## src/rtl/nibble_serial_add_ctrl.sv

```systemverilog
// Serial adder: W = 4*NIBBLES operands summed one nibble per clock through a single
// 4-bit slice, LSB nibble first, with the carry held in a register between cycles.
module nibble_serial_add_ctrl #(
  parameter int NIBBLES = 4
) (
  input  logic                   clk,
  input  logic                   rst,
  input  logic                   start,
  input  logic [4*NIBBLES-1:0]   a,
  input  logic [4*NIBBLES-1:0]   b,
  output logic                   busy,
  output logic                   done,
  output logic [4*NIBBLES-1:0]   sum,
  output logic                   cout
);

  localparam int W     = 4 * NIBBLES;
  localparam int IDX_W = (NIBBLES > 1) ? $clog2(NIBBLES) : 1;
  localparam logic [IDX_W-1:0] LAST_IDX = IDX_W'(NIBBLES - 1);

  typedef enum logic [1:0] {S_IDLE, S_RUN, S_DONE} state_t;

  state_t           r_state;
  logic [W-1:0]     r_a;
  logic [W-1:0]     r_b;
  logic [W-1:0]     r_work;
  logic [W-1:0]     r_sum;
  logic             r_cout;
  logic             r_carry;
  logic [IDX_W-1:0] r_idx;

  logic [3:0]       w_a_nib;
  logic [3:0]       w_b_nib;
  logic [4:0]       w_add;
  logic [W-1:0]     w_work_nxt;

  // Slice input mux, the 4-bit adder itself, and the work word with the current nibble patched in
  always_comb begin
    w_a_nib    = 4'd0;
    w_b_nib    = 4'd0;
    for (int i = 0; i < NIBBLES; i++) begin
      if (r_idx == IDX_W'(i)) begin
        w_a_nib = r_a[4*i +: 4];
        w_b_nib = r_b[4*i +: 4];
      end
    end
    w_add      = {1'b0, w_a_nib} + {1'b0, w_b_nib} + {4'd0, r_carry};
    w_work_nxt = r_work;
    for (int i = 0; i < NIBBLES; i++) begin
      if (r_idx == IDX_W'(i)) w_work_nxt[4*i +: 4] = w_add[3:0];
    end
  end

  // Sequencer: DONE accepts a new start just like IDLE so operations can run back to back
  always_ff @(posedge clk) begin
    if (rst) begin
      r_state <= S_IDLE;
      r_a     <= '0;
      r_b     <= '0;
      r_work  <= '0;
      r_sum   <= '0;
      r_cout  <= 1'b0;
      r_carry <= 1'b0;
      r_idx   <= '0;
    end else begin
      case (r_state)
        S_IDLE, S_DONE: begin
          if (start) begin
            r_a     <= a;
            r_b     <= b;
            r_carry <= 1'b0;
            r_idx   <= '0;
            r_state <= S_RUN;
          end else begin
            r_state <= S_IDLE;
          end
        end
        S_RUN: begin
          r_work  <= w_work_nxt;
          r_carry <= w_add[4];
          if (r_idx == LAST_IDX) begin
            r_idx   <= '0;
            r_sum   <= w_work_nxt;
            r_cout  <= w_add[4];
            r_state <= S_DONE;
          end else begin
            r_idx   <= r_idx + 1'b1;
          end
        end
        default: r_state <= S_IDLE;
      endcase
    end
  end

  assign busy = (r_state == S_RUN);
  assign done = (r_state == S_DONE);
  assign sum  = r_sum;
  assign cout = r_cout;

endmodule
```

## config.mk

```make
export PLATFORM = sky130hd
export DESIGN_NAME = nibble_serial_add_ctrl
export DESIGN_NICKNAME = d
export VERILOG_FILES = /design/src/rtl/nibble_serial_add_ctrl.sv
export SDC_FILE = /design/constraint.sdc
export NUM_CORES = 1
export LEC_CHECK = 0
export BUFFER_PORTS_ARGS = -buffer_cell sky130_fd_sc_hd__buf_2
export CAP_MARGIN = 20
export CORE_MARGIN = 1
export CORE_UTILIZATION = 59
export DETAILED_ROUTE_END_ITERATION = 10
export GPL_TIMING_DRIVEN = 0
export PLACE_DENSITY = 0.83
export REMOVE_ABC_BUFFERS = 1
export SETUP_SLACK_MARGIN = 0.2
export SLEW_MARGIN = 10
export SYNTH_ARGS = -nofsm -noshare
export SYNTH_HDL_FRONTEND = slang
export SYNTH_SLANG_ARGS = --single-unit
```

## constraint.sdc

```tcl
create_clock -name clk -period 6.7 [get_ports clk]
set_clock_uncertainty 0.1 [all_clocks]
set_input_delay 0.67 -clock clk [delete_from_list [all_inputs] [get_ports clk]]
set_output_delay 0.67 -clock clk [all_outputs]
set_load 0.01 [all_outputs]
```

==> out/metrics.yaml <==
final_layout:
  mostFrequentLayoutCells: "nand2_1, dfxtp_1, a21oi_1"
  area_growth_pct: 12.76
  antenna_cells: 0
  postLayoutCoreUtil: 0.7068
  final_common_cell: "nand2_1"
  drive_gt1_frac: 0.2203
  final_nets: 443
timing:
  finalHoldViolations: 0
  fin_crit_ps: 3714
  rsz0062_at_grt: "false"
  tns_ps: 0
  worstMarginPinSlew_ps: 963.4
  setup_viol: 0
  fin_crit_sh: 0.5544
  final_max_slew_viol_count: 0
  fmax_mhz: 269.2
  slew-limit-headroom: 0.3578
critical_path:
  cp_data_required_time_ps: 6800
  cp_cell_sequence: "inv_1 > ha_1 > nor2b_1 > a221oi_1 > nor3_1 > a21oi_1 > fa_1 > inv_1 > fa_1 > xnor2_1 > nand2_1 > o211ai_2 > a21oi_2"
  cp-start-kind: "flip-flop"
  worstPathBufferInverterCount: 2
  cp-end-kind: "flip-flop"
  path_delay_family: "adder cells"
  reg2reg_depth: 13
  critPathMaxFanout: 24
  timing.rr.start: "r_idx[1]"
  r2r-end: "sum[10]"
  path_depth: 13
  startpoint: "r_idx[1]"
  max_stage_delay_ps: 710
  crit_type: "flip-flop to flip-flop"
  rrSetupSlack_ps: 2990
  worstPathArrival_ps: 3820
  cpMaxStageDelayCell: "ha_1"
synth:
  synth_area_per_cell_um2: 8.272
  synth_mux_area_frac: 0.02362
  synth_top_family_by_area: "simple AND/OR/NAND/NOR gates"
  ys_types: 42
  synth_xor_area_frac: 0.002901
  dominantRegCellSynth: "dfxtp_1"
  netlist_area_um2: 3019
  ys_seq_area_frac: 0.4376
  synth_edf_count: 0
  synthSimpleGateAreaFrac: 0.2250
  synth_compound_area_frac: 0.2035
  ys_seq_elements: 66
  synthArstFlopShare: 0
  ys_warn_count: 0
  synthAdderAreaFrac: 0.04227
  syn_inst: 365
clock_network:
  cts_buffers: 9
  cts-root-buf: "clkbuf_8"
  cts_setup_buffers: 0
  holdBufCountCts: 0
  clock_sinks: 66
  ctsResizeCount: 0
  clkLatencyLatePin_ps: 330
  htreeDepth: 3
  cts_tree: "built"
  clkTransAtPathRegs_ps: 70
  clk_path_buf_depth: 2
grt:
  antenna_found_initial: 0
  grt_max_degree: 40
  grt_pass1_vias: 2320
  grt_pass1_wl_um: 10210
  overflow: 0
  grt_usage: 0.2493
floorplanning:
  rows: 25
  dieArea_um2: 5407
  start_util: 0.6268
  io_pins: 54
  coreArea_um2: 4817
  fp.dieH_um: 73.54
  fp.dieW_um: 73.54
power:
  power.total_uw: 825.8
  leakage_uw: 0.001355
  powerDensity_nw_per_um2: 242.6
  peakVddDrop_v: 0.0001615
worst_hold_path:
  min_path_type: "flip-flop to flip-flop"
  hold-path-endpoint: "r_b[10]"
  holdPathStages: 2
  hold_path.startpoint: "r_b[10]"
place:
  gp_congestion: 0.7231
  io_buffers: 53
  place_hpwl_um: 4062
detailed_routing:
  drtAntennaViolNets: 0
  drt-wirelength-per-cell_um: 13.09
  dr.pass1.iters: 4
  drtIter0Drc: 175
  routed_wl_um: 6165
  drc_errors: 0
  vias_per_cell: 5.444
  via_count: 2564
flow_run:
  max_cap_violations: 0
outcome:
  status: "complete, no violations"
## synthesized netlist by cell type, types with 2 or more instances
cell      number  area share
buf_6          2      0.0075
clkbuf_1      15       0.019
mux2i_1        6       0.020
buf_2          9       0.015
a211oi_1       9       0.022
and2b_1        2      0.0050
a311oi_1       2      0.0058
nor3_1         2      0.0033
buf_12         2       0.013
o21ai_0        6      0.0099
nor2b_1        4      0.0083
o21a_1         2      0.0050
a221oi_1       2      0.0058
nand3_1        6      0.0099
nand2b_1       8       0.017
a21oi_2        6       0.017
a21oi_1       56       0.093
dfxtp_1       66        0.44
and2_1         3      0.0062
ha_1           7       0.029
fa_1           2       0.013
inv_1          4      0.0050
nor2_1        20       0.025
nand3b_1       6       0.015
a21o_1         2      0.0050
buf_1          2      0.0025
clkbuf_2       2      0.0033
o211ai_2       6       0.025
nand2_1       93        0.12
## worst min-delay path, cell delays in order (launching register included)
cell and delay, ps:
dfxtp_1 310, nand2_1 50, a21oi_1 50
## stage by stage
step                      hold slack (ps)  instances  setup WS [ps]  area, um^2
final                               354.8        471           2986        3405
after global routing                376.5        471           2734        3405
after CTS                           353.6        471           2992        3405
after detailed placement            344.5        455           3134        3222
after global placement              341.1        453           3181        3187
after floorplan                     325.7        333           3736        2838
## worst max-delay path by stage
stage | endpoint | slack [ps]
after floorplan | sum[10] | 3740
after global placement | sum[10] | 3180
after detailed placement | sum[2] | 3130
after CTS | sum[10] | 2990
after global routing | sum[2] | 2730
final | sum[10] | 2990
## cell type report
type,count,area [um^2]
inverter,4,15.01
fill,429,1413
clock buffer,14,172.7
tap,67,83.83
multi-input combinational,263,1501
sequential,66,1321
timing repair buffer,55,300.3
clock inverter,2,10.01
## kinds of logic (layout without fill, tap and decap cells)
family,count (synthesis),count (layout)
simple gates,151,151
compound gates,95,95
flops,66,66
buf+inv,36,75
fa+ha+maj,9,9
mux,7,7
xor+xnor,1,1
## state kept, by name, indices dropped and copies added (netlist names)
register,flops
r_b,16
r_idx,2
sum,16
r_carry,1
r_work,12
r_state,2
r_a,16
cout,1
## where the power goes
| part | internal [uW] | leakage (uW) | switching [uW] |
|---|---|---|---|
| Combinational | 39.5 | 0.000721 | 63.7 |
| Clock | 164 | 0.0000965 | 141 |
| Sequential | 408 | 0.000538 | 8.91 |
## metal layers
layer	share of wire	vias up	GRT usage
met5	0	-	0
met4	0.024	0	0.1303
met3	0.045	15	0.05350
met2	0.48	63	0.4108
met1	0.46	1197	0.3053
li1	-	1289	-
(Power assumes the default switching activity.)
